--- src/rtl/dcpl_drain_ctrl_if.sv ---
// Handshake bundle between the static control registers, the DMA monitors
// and the decouple controller.
interface dcpl_drain_ctrl_if #(
   parameter int unsigned N_SCHAN = 2
);
   logic               s_dcpl_req;
   logic               s_rcpl_req;
   logic [N_SCHAN-1:0] rd_issue;
   logic [N_SCHAN-1:0] rd_done;
   logic [N_SCHAN-1:0] wr_issue;
   logic [N_SCHAN-1:0] wr_done;
   logic               m_decouple;
   logic               m_hold;
   logic               m_busy;
   logic [1:0]         m_state;
   logic               m_tmo;
   logic               m_err;
   logic               m_outstanding;

   // Requester / monitor side
   modport master (
      output s_dcpl_req, s_rcpl_req, rd_issue, rd_done, wr_issue, wr_done,
      input  m_decouple, m_hold, m_busy, m_state, m_tmo, m_err, m_outstanding
   );

   // Controller side
   modport slave (
      input  s_dcpl_req, s_rcpl_req, rd_issue, rd_done, wr_issue, wr_done,
      output m_decouple, m_hold, m_busy, m_state, m_tmo, m_err, m_outstanding
   );
endinterface

--- src/rtl/dcpl_drain_ctrl.sv ---
// Decouple controller: drains outstanding DMA traffic before decoupling the
// dynamic region and sequences the settle period on recouple.
module dcpl_drain_ctrl #(
   parameter int unsigned N_SCHAN       = 2,
   parameter int unsigned CNT_BITS      = 6,
   parameter int unsigned TMO_BITS      = 16,
   parameter int unsigned TMO_CYCLES    = 50000,
   parameter int unsigned SETTLE_CYCLES = 4
) (
   input logic             aclk,
   input logic             areset,
   dcpl_drain_ctrl_if.slave bus
);

   localparam int unsigned SET_BITS = (SETTLE_CYCLES > 1) ? $clog2(SETTLE_CYCLES) : 1;
   localparam logic [TMO_BITS-1:0] TMO_LAST = TMO_BITS'(TMO_CYCLES - 1);
   localparam logic [SET_BITS-1:0] SET_LOAD = SET_BITS'(SETTLE_CYCLES - 1);

   typedef enum logic [1:0] {
      ST_COUPLED   = 2'd0,
      ST_DRAIN     = 2'd1,
      ST_DECOUPLED = 2'd2,
      ST_SETTLE    = 2'd3
   } state_t;

   state_t              state;
   state_t              state_nxt;
   logic [TMO_BITS-1:0] tmo_cnt;
   logic [TMO_BITS-1:0] tmo_cnt_nxt;
   logic [SET_BITS-1:0] set_cnt;
   logic [SET_BITS-1:0] set_cnt_nxt;
   logic                tmo_flag_nxt;
   logic                cnt_clr;

   logic [CNT_BITS-1:0] rd_cnt     [N_SCHAN];
   logic [CNT_BITS-1:0] wr_cnt     [N_SCHAN];
   logic [CNT_BITS-1:0] rd_cnt_nxt [N_SCHAN];
   logic [CNT_BITS-1:0] wr_cnt_nxt [N_SCHAN];
   logic [CNT_BITS:0]   rd_step;
   logic [CNT_BITS:0]   wr_step;
   logic                all_zero;
   logic                err_hit;
   logic                outst_nxt;

   // One counter update: returns {error, next_count}; saturates on both ends
   function automatic logic [CNT_BITS:0] cnt_step(
      input logic [CNT_BITS-1:0] c,
      input logic                iss,
      input logic                dn
   );
      logic [CNT_BITS-1:0] r;
      logic                e;
      r = c;
      e = 1'b0;
      if (iss && !dn) begin
         if (c == '1) e = 1'b1;
         else         r = c + CNT_BITS'(1);
      end else if (dn && !iss) begin
         if (c == '0) e = 1'b1;
         else         r = c - CNT_BITS'(1);
      end
      return {e, r};
   endfunction

   // Completions lost across reconfiguration are discarded on the way back to COUPLED
   assign cnt_clr = (state == ST_SETTLE) && (set_cnt == '0);

   // Outstanding-transaction counter next state, error detection and idle detect
   always_comb begin
      rd_cnt_nxt = rd_cnt;
      wr_cnt_nxt = wr_cnt;
      rd_step    = '0;
      wr_step    = '0;
      err_hit    = 1'b0;
      all_zero   = 1'b1;
      outst_nxt  = 1'b0;
      for (int i = 0; i < N_SCHAN; i++) begin
         if ((rd_cnt[i] != '0) || (wr_cnt[i] != '0)) all_zero = 1'b0;
         rd_step       = cnt_step(rd_cnt[i], bus.rd_issue[i], bus.rd_done[i]);
         wr_step       = cnt_step(wr_cnt[i], bus.wr_issue[i], bus.wr_done[i]);
         rd_cnt_nxt[i] = rd_step[CNT_BITS-1:0];
         wr_cnt_nxt[i] = wr_step[CNT_BITS-1:0];
         err_hit       = err_hit | rd_step[CNT_BITS] | wr_step[CNT_BITS];
         if (cnt_clr) begin
            rd_cnt_nxt[i] = '0;
            wr_cnt_nxt[i] = '0;
         end
         if ((rd_cnt_nxt[i] != '0) || (wr_cnt_nxt[i] != '0)) outst_nxt = 1'b1;
      end
   end

   // Next-state logic with drain timeout and settle countdown
   always_comb begin
      state_nxt    = state;
      tmo_cnt_nxt  = tmo_cnt;
      set_cnt_nxt  = set_cnt;
      tmo_flag_nxt = bus.m_tmo;
      unique case (state)
         ST_COUPLED: begin
            if (bus.s_dcpl_req) begin
               state_nxt    = ST_DRAIN;
               tmo_cnt_nxt  = '0;
               tmo_flag_nxt = 1'b0;
            end
         end
         ST_DRAIN: begin
            tmo_cnt_nxt = tmo_cnt + TMO_BITS'(1);
            if (bus.s_rcpl_req) begin
               state_nxt   = ST_SETTLE;
               set_cnt_nxt = SET_LOAD;
            end else if (all_zero) begin
               state_nxt = ST_DECOUPLED;
            end else if (tmo_cnt == TMO_LAST) begin
               state_nxt    = ST_DECOUPLED;
               tmo_flag_nxt = 1'b1;
            end
         end
         ST_DECOUPLED: begin
            if (bus.s_rcpl_req) begin
               state_nxt   = ST_SETTLE;
               set_cnt_nxt = SET_LOAD;
            end
         end
         ST_SETTLE: begin
            if (set_cnt == '0) state_nxt = ST_COUPLED;
            else               set_cnt_nxt = set_cnt - SET_BITS'(1);
         end
         default: state_nxt = ST_COUPLED;
      endcase
   end

   // State register
   always_ff @(posedge aclk or posedge areset) begin
      if (areset) state <= ST_COUPLED;
      else        state <= state_nxt;
   end

   assign bus.m_state = state;

   // Counters, timers and registered status outputs
   always_ff @(posedge aclk or posedge areset) begin
      if (areset) begin
         tmo_cnt           <= '0;
         set_cnt           <= '0;
         rd_cnt            <= '{default: '0};
         wr_cnt            <= '{default: '0};
         bus.m_decouple    <= 1'b0;
         bus.m_hold        <= 1'b0;
         bus.m_busy        <= 1'b0;
         bus.m_tmo         <= 1'b0;
         bus.m_err         <= 1'b0;
         bus.m_outstanding <= 1'b0;
      end else begin
         tmo_cnt           <= tmo_cnt_nxt;
         set_cnt           <= set_cnt_nxt;
         rd_cnt            <= rd_cnt_nxt;
         wr_cnt            <= wr_cnt_nxt;
         bus.m_decouple    <= (state_nxt == ST_DECOUPLED);
         bus.m_hold        <= (state_nxt != ST_COUPLED);
         bus.m_busy        <= (state_nxt == ST_DRAIN) || (state_nxt == ST_SETTLE);
         bus.m_tmo         <= tmo_flag_nxt;
         bus.m_err         <= bus.m_err | err_hit;
         bus.m_outstanding <= outst_nxt;
      end
   end

endmodule

--- src/flat_wrapper.sv ---
// flat-port wrapper written by rule: the top's interface ports become plain ports
module dcpl_drain_ctrl_flat 
#(
   parameter int unsigned N_SCHAN       = 2,
   parameter int unsigned CNT_BITS      = 6,
   parameter int unsigned TMO_BITS      = 16,
   parameter int unsigned TMO_CYCLES    = 50000,
   parameter int unsigned SETTLE_CYCLES = 4
)
  (aclk, areset, bus_s_dcpl_req, bus_s_rcpl_req, bus_rd_issue, bus_rd_done, bus_wr_issue, bus_wr_done, bus_m_decouple, bus_m_hold, bus_m_busy, bus_m_state, bus_m_tmo, bus_m_err, bus_m_outstanding);
  dcpl_drain_ctrl_if #(.N_SCHAN(N_SCHAN)) bus_i ();
  input logic aclk;
  input logic areset;
  input wire logic [$bits(bus_i.s_dcpl_req)-1:0] bus_s_dcpl_req;
  input wire logic [$bits(bus_i.s_rcpl_req)-1:0] bus_s_rcpl_req;
  input wire logic [$bits(bus_i.rd_issue)-1:0] bus_rd_issue;
  input wire logic [$bits(bus_i.rd_done)-1:0] bus_rd_done;
  input wire logic [$bits(bus_i.wr_issue)-1:0] bus_wr_issue;
  input wire logic [$bits(bus_i.wr_done)-1:0] bus_wr_done;
  output wire logic [$bits(bus_i.m_decouple)-1:0] bus_m_decouple;
  output wire logic [$bits(bus_i.m_hold)-1:0] bus_m_hold;
  output wire logic [$bits(bus_i.m_busy)-1:0] bus_m_busy;
  output wire logic [$bits(bus_i.m_state)-1:0] bus_m_state;
  output wire logic [$bits(bus_i.m_tmo)-1:0] bus_m_tmo;
  output wire logic [$bits(bus_i.m_err)-1:0] bus_m_err;
  output wire logic [$bits(bus_i.m_outstanding)-1:0] bus_m_outstanding;
  assign bus_i.s_dcpl_req = bus_s_dcpl_req;
  assign bus_i.s_rcpl_req = bus_s_rcpl_req;
  assign bus_i.rd_issue = bus_rd_issue;
  assign bus_i.rd_done = bus_rd_done;
  assign bus_i.wr_issue = bus_wr_issue;
  assign bus_i.wr_done = bus_wr_done;
  assign bus_m_decouple = bus_i.m_decouple;
  assign bus_m_hold = bus_i.m_hold;
  assign bus_m_busy = bus_i.m_busy;
  assign bus_m_state = bus_i.m_state;
  assign bus_m_tmo = bus_i.m_tmo;
  assign bus_m_err = bus_i.m_err;
  assign bus_m_outstanding = bus_i.m_outstanding;
  dcpl_drain_ctrl #(.N_SCHAN(N_SCHAN), .CNT_BITS(CNT_BITS), .TMO_BITS(TMO_BITS), .TMO_CYCLES(TMO_CYCLES), .SETTLE_CYCLES(SETTLE_CYCLES)) u_core (.aclk(aclk), .areset(areset), .bus(bus_i));
endmodule
--- config.mk ---
export PLATFORM = sky130hd
export DESIGN_NAME = dcpl_drain_ctrl_flat
export DESIGN_NICKNAME = d
export VERILOG_FILES = /design/src/rtl/dcpl_drain_ctrl_if.sv /design/src/rtl/dcpl_drain_ctrl.sv /design/src/flat_wrapper.sv
export SDC_FILE = /design/constraint.sdc
export NUM_CORES = 1
export LEC_CHECK = 0
export ABC_AREA = 1
export CAP_MARGIN = 5
export CELL_PAD_IN_SITES_DETAIL_PLACEMENT = 2
export CELL_PAD_IN_SITES_GLOBAL_PLACEMENT = 2
export CORE_UTILIZATION = 36
export DETAILED_ROUTE_END_ITERATION = 8
export PLACE_DENSITY_LB_ADDON = 0.1
export SLEW_MARGIN = 5
export SYNTH_ARGS = -nofsm -noshare
export SYNTH_HDL_FRONTEND = slang
export SYNTH_SLANG_ARGS = --single-unit
--- constraint.sdc ---
create_clock -name aclk -period 4.35 [get_ports aclk]
set_input_delay 0.87 -clock aclk [delete_from_list [all_inputs] [get_ports aclk]]
set_output_delay 0.87 -clock aclk [all_outputs]
set_load 0.1 [all_outputs]
==> Word level (Yosys, flattened, before mapping) <==
Cells that the tools add are included.
{ "word_totals": {"reg_bits": 50, "inputBits": 12, "out_inout_bits": 8, "elab_cells": 144} }
{ "classes": {"n_addsub": 10, "n_eq_ne": 17, "muxes": 57, "n_bitwise": 4, "reduce_logical": 43} }
{ "op_table": {"columns": ["op", "n"], "rows": [
  ["2-to-1 mux 6 bit", 20],
  ["nonzero test 6 bit", 8],
  ["case mux 16 bit (2 select lines)", 1],
  ["adder 6 x 1 -> 6 bit, second input constant", 4],
  ["== test 6 bit, second input constant", 4],
  ["zero test 6 bit", 4],
  ["2-to-1 mux 1 bit", 24],
  ["subtractor 6 x 1 -> 6 bit, second input constant", 4],
  ["adder 16 x 1 -> 16 bit, second input constant", 1],
  ["== test 16 bit, second input constant", 1],
  ["2-to-1 mux 16 bit", 1],
  ["2-to-1 mux 2 bit", 8],
  ["logical AND 1 bit", 9],
  ["== test 2 bit, second input constant", 4],
  ["zero test 1 bit", 8],
  ["!= test 2 bit, second input constant", 4],
  ["case mux 2 bit (4 select lines)", 1],
  ["nonzero test 2 bit", 3],
  ["logical OR 1 bit", 5],
  ["AND reduction 5 bit", 1],
  ["== test 2 x 1 -> 1 bit, second input constant", 2],
  ["zero test 2 bit", 2],
  ["!= test 2 x 1 -> 1 bit, second input constant", 2],
  ["bitwise OR 1 bit", 4],
  ["other kinds (6)", 6]
]} }

==> Depth between registers and ports, before layout <==
{ "logic_depth": {"ltp_word": 9, "ltp_mapped": 14, "mapped_depth_nobuf": 14} }

==> Least setup slack after synthesis <==
Ideal clock, no wire load.
{ "synth_timing": {"kind": "reg-to-reg", "start": "register u_core.state[0] (netlist: u_core.bus.m_state[0])", "end": "register u_core.tmo_cnt[7]", "setup_time_ns": 0.123, "arrival_time_ns": 2.342, "required_ns": 4.227, "path_slack_ns": 1.885, "stages_incl_launch_ff": 12, "path_buffers": 1, "period_less_slack_ns": 2.465, "cell_sequence": "dfrtp_1 inv_1 ha_1 inv_1 nor2_1 a21oi_2 buf_6 nand3_1 inv_1 nand2_1 o21ai_0 a21oi_1"} }
{ "synth_between": {"elab_chain_len": 3, "elab_cells_between_ends": 6, "cone_classes": "eq/ne (2); mux (1); reduce/logical (3)"} }
{ "synth_rtl": {"columns": ["item", "line", "rtl"], "rows": [
  ["from (decl)", "dcpl_drain_ctrl.sv:26", "state_t state;"],
  ["from (signal assigned)", "dcpl_drain_ctrl.sv:135", "else state <= state_nxt;"],
  ["== test 2 x 1 -> 1 bit / zero test 2 bit (equally long branches)", "dcpl_drain_ctrl.sv:98", "unique case (state)"],
  ["nonzero test 2 bit (no line) / != test 2 bit (equally long branches)", null, null],
  ["AND reduction 2 bit (no line)", null, null],
  ["to (signal assigned)", "dcpl_drain_ctrl.sv:154", "tmo_cnt <= tmo_cnt_nxt;"],
  ["to (decl)", "dcpl_drain_ctrl.sv:28", "logic [TMO_BITS-1:0] tmo_cnt;"]
]} }
Several ways; a longest one is shown, not always the timed one.
A chain may end at the register's enable or synchronous reset.

==> Worst setup path in the final report <==
{ "layout_timing": {"start": "register u_core.state[0] (netlist: u_core.bus.m_state[0])", "end": "output bus_m_state[0]"} }
{ "layout_lines": {"columns": ["item", "line", "rtl"], "rows": [
  ["to (decl)", "flat_wrapper.sv:23", "output wire logic [$bits(bus_i.m_state)-1:0] bus_m_state;"]
]} }
No word-level cell between the ends.

==> flow_summary_export.csv <==
group,metric,value,unit
cts,path_clk_slew,100,ps
finish,mostFrequentLayoutCell,"nand2_1",
placed_design,dp_cells,744,
cts,cts_buffer_depth,2,
synthesis,ys_types,35,
cts,cts.sinks,49,
grt,grt_overflow_total,0,
routing,ant_nets,0,
synthesis,syn_nets,622,
synthesis,synth-seq-area-share,32.5,%
cts,numCtsBuffers,5,
finish,area_growth,10.6,%
finish,final_cells,752,
routing,drtIter0Drc,66,
synthesis,netlist_area,0.00378,mm²
setup_path,crit_slowest_cell,"clkdlybuf4s50_1",
synthesis,synthCells,596,
timing,report.final.slew_viol_count,0,
grt,grt_usage,23.1,%
power_and_ir_drop,p_per_area,637,mW/mm²
timing,hold_viol,0,
setup_path,cp.required,3480,ps
run,cap_viol_max_count,0,
setup_path,cp_num_buf_inv,1,
cts,cts_setup_buffers,0,
power_and_ir_drop,leakagePower,0.00214,µW
timing,slew_headroom,28.9,%
timing,setup_viol,0,
setup_path,critPathMaxStageDelay,1200,ps
placed_design,dpl.hpwl,9840,µm
setup_path,worst-path-max-fanout,6,
routing,post-route-drc-count,0,
placed_design,placed_area,0.00409,mm²
placed_design,port_buffers,19,
timing,worst_pin_slew,1060,ps
setup_path,path_cells,"clkdlybuf4s50_1",
routing,wl,12200,µm
timing,grt_setup_unrepaired,"no",
die,die_w,104,µm
synthesis,yosys_warnings,0,
die,die_h,104,µm
timing,period_share,65.9,%
die,dieArea,0.0109,mm²
cts,ctsHoldBuffers,0,
timing,min_period,2860,ps
cts,htreeDepth,2,
routing,dr_total_vias,3858,
grt,grt_start_max_net_pins,50,
routing,dr.pass1.iters,4,
cts,clk_latency,300,ps
worst_hold_path,min_path_type,"reg2reg",
cts,clockRootBuffer,"clkbuf_8",
placed_design,gp_congestion,0.814,
setup_path,crit_type,"reg2out",
cts,cts_tree,"yes",
finish,drive_gt1_share,5.84,%
setup_path,cp_top_family,"buffers and inverters",
timing,clock.fmax,349,MHz
setup_path,start_kind,"flop",
status,status,"completed",
finish,final_cell_area,0.00418,mm²
die,num_rows,37,
synthesis,ys_ff_latch,49,
routing,wl_per_cell,16.2,µm
setup_path,arrival,1990,ps
timing,fin_skew,8.06,ps
die,coreArea,0.0102,mm²
finish,final_cell_mix,"178 x nand2_1, 83 x nor2_1, 81 x inv_1",
die,io_pins,20,
timing,tns,0,ps
grt,grt_pass1_vias,4305,
power_and_ir_drop,ir_drop,0.239,mV
setup_path,end_kind,"output port",
grt,grt_pass1_wl,20400,µm
finish,num_antenna_cells,0,
cts,post_cts_resized,0,
routing,viasPerCell,5.13,
synthesis,avgSynthCellArea,6.34,µm²
grt,antenna_found_initial,0,
finish,fin_nets,641,
die,start_util,36.9,%
-- cells in the mapped netlist --
cell type / count / area (µm²)
xor2_1: 7 / 61.3
nand3_2: 2 / 20.0
o21ai_0: 15 / 75.1
nor2_4: 4 / 45.0
xnor2_1: 2 / 17.5
or2_2: 1 / 6.26
a31oi_1: 1 / 6.26
a21oi_1: 23 / 115
buf_6: 1 / 11.3
nor3_1: 8 / 40.0
nand3b_1: 1 / 7.51
nand2_2: 2 / 12.5
and3_1: 1 / 6.26
nor2_2: 5 / 31.3
clkbuf_1: 1 / 3.75
o21ai_1: 2 / 10.0
inv_1: 82 / 308
a21oi_2: 2 / 17.5
inv_2: 10 / 37.5
o21a_1: 1 / 7.51
o211ai_1: 2 / 15.0
nand2_1: 178 / 668
nor4_1: 2 / 12.5
dfrtp_1: 49 / 1230
o31ai_1: 1 / 7.51
buf_4: 2 / 15.0
nor2_1: 83 / 312
nor3b_1: 1 / 7.51
o21bai_2: 1 / 11.3
ha_1: 14 / 175
a211oi_1: 2 / 15.0
buf_2: 3 / 15.0
nand3_1: 68 / 340
nand4_1: 18 / 113
and2_1: 1 / 6.26
-- cells by family (layout without fill, tap and decap cells) --
logic type / count (synthesis) / in the layout / synth area share, %
AOI/OAI and AO/OA: 50 / 50 / 7.42
xor gates and xnor gates: 9 / 9 / 2.09
adders and majority gates: 14 / 14 / 4.64
buffers and inverters: 99 / 119 / 10.3
DFF: 49 / 49 / 32.5
and+or+nand+nor: 375 / 375 / 43.1
-- layer usage --
layer,vias up,share of wire (%),track usage [%]
li1,1920,-,-
met1,1917,46,28.6
met2,13,52,43.2
met3,8,0.90,2.44
met4,0,0.73,4.18
met5,-,0,0
-- stage by stage --
stage / util [%] / setup slack (ps) / hold slack [ps] / power, µW
global placement: 40.0 / 1540 / 493 / 2280
finish: 40.9 / 1490 / 523 / 2660
CTS: 40.9 / 1470 / 528 / 2690
floorplan: - / 1890 / 468 / 1950
detailed placement: 40.0 / 1460 / 503 / 2400
global route: 40.9 / 1440 / 554 / 2900
-- final timing paths --
| kind | end | startpoint | cells past startpoint | slack (ps) |
|---|---|---|---|---|
| setup reg to reg | u_core.bus.m_outstanding$_DFF_PP0_ | u_core.bus.m_state[0]$_DFF_PP0_ | 10 | 1720 |
| max in group asynchronous | u_core.wr_cnt[0]$_DFF_PP0_ | areset | 2 | 2540 |
| min in group asynchronous | u_core.bus.m_hold$_DFF_PP0_ | areset | 2 | 1150 |
| hold / removal | u_core.tmo_cnt[1]$_DFFE_PP0P_ | u_core.tmo_cnt[1]$_DFFE_PP0P_ | 2 | 520 |
| hold reg to reg | u_core.tmo_cnt[1]$_DFFE_PP0P_ | u_core.tmo_cnt[1]$_DFFE_PP0P_ | 2 | 520 |
| setup / recovery | bus_m_state[0] | u_core.bus.m_state[0]$_DFF_PP0_ | 1 | 1490 |
-- sequential cells by signal (all words and copies together) (netlist names) --
register and flops:
u_core.bus.m_decouple 1, u_core.bus.m_err 1, u_core.bus.m_hold 1, u_core.bus.m_outstanding 1
u_core.bus.m_state 2, u_core.bus.m_tmo 1, u_core.rd_cnt 12, u_core.set_cnt 2
u_core.tmo_cnt 16, u_core.wr_cnt 12
-- power breakdown --
group | total (µW) | internal, µW | switching (µW)
registers | 877 | 609 | 268
logic | 1510 | 451 | 1060
clock network | 274 | 112 | 163
-- final cells by class --
cell class	count	area, µm²
Sequential cell	49	1230
Multi-Input combinational cell	448	2160
Inverter	92	345
Clock buffer	5	68.8
Tap cell	136	170
Timing Repair Buffer	19	190
Clock inverter	3	17.5
Fill cell	1264	6050
Note: power is estimated with default switching activity, not from simulation.
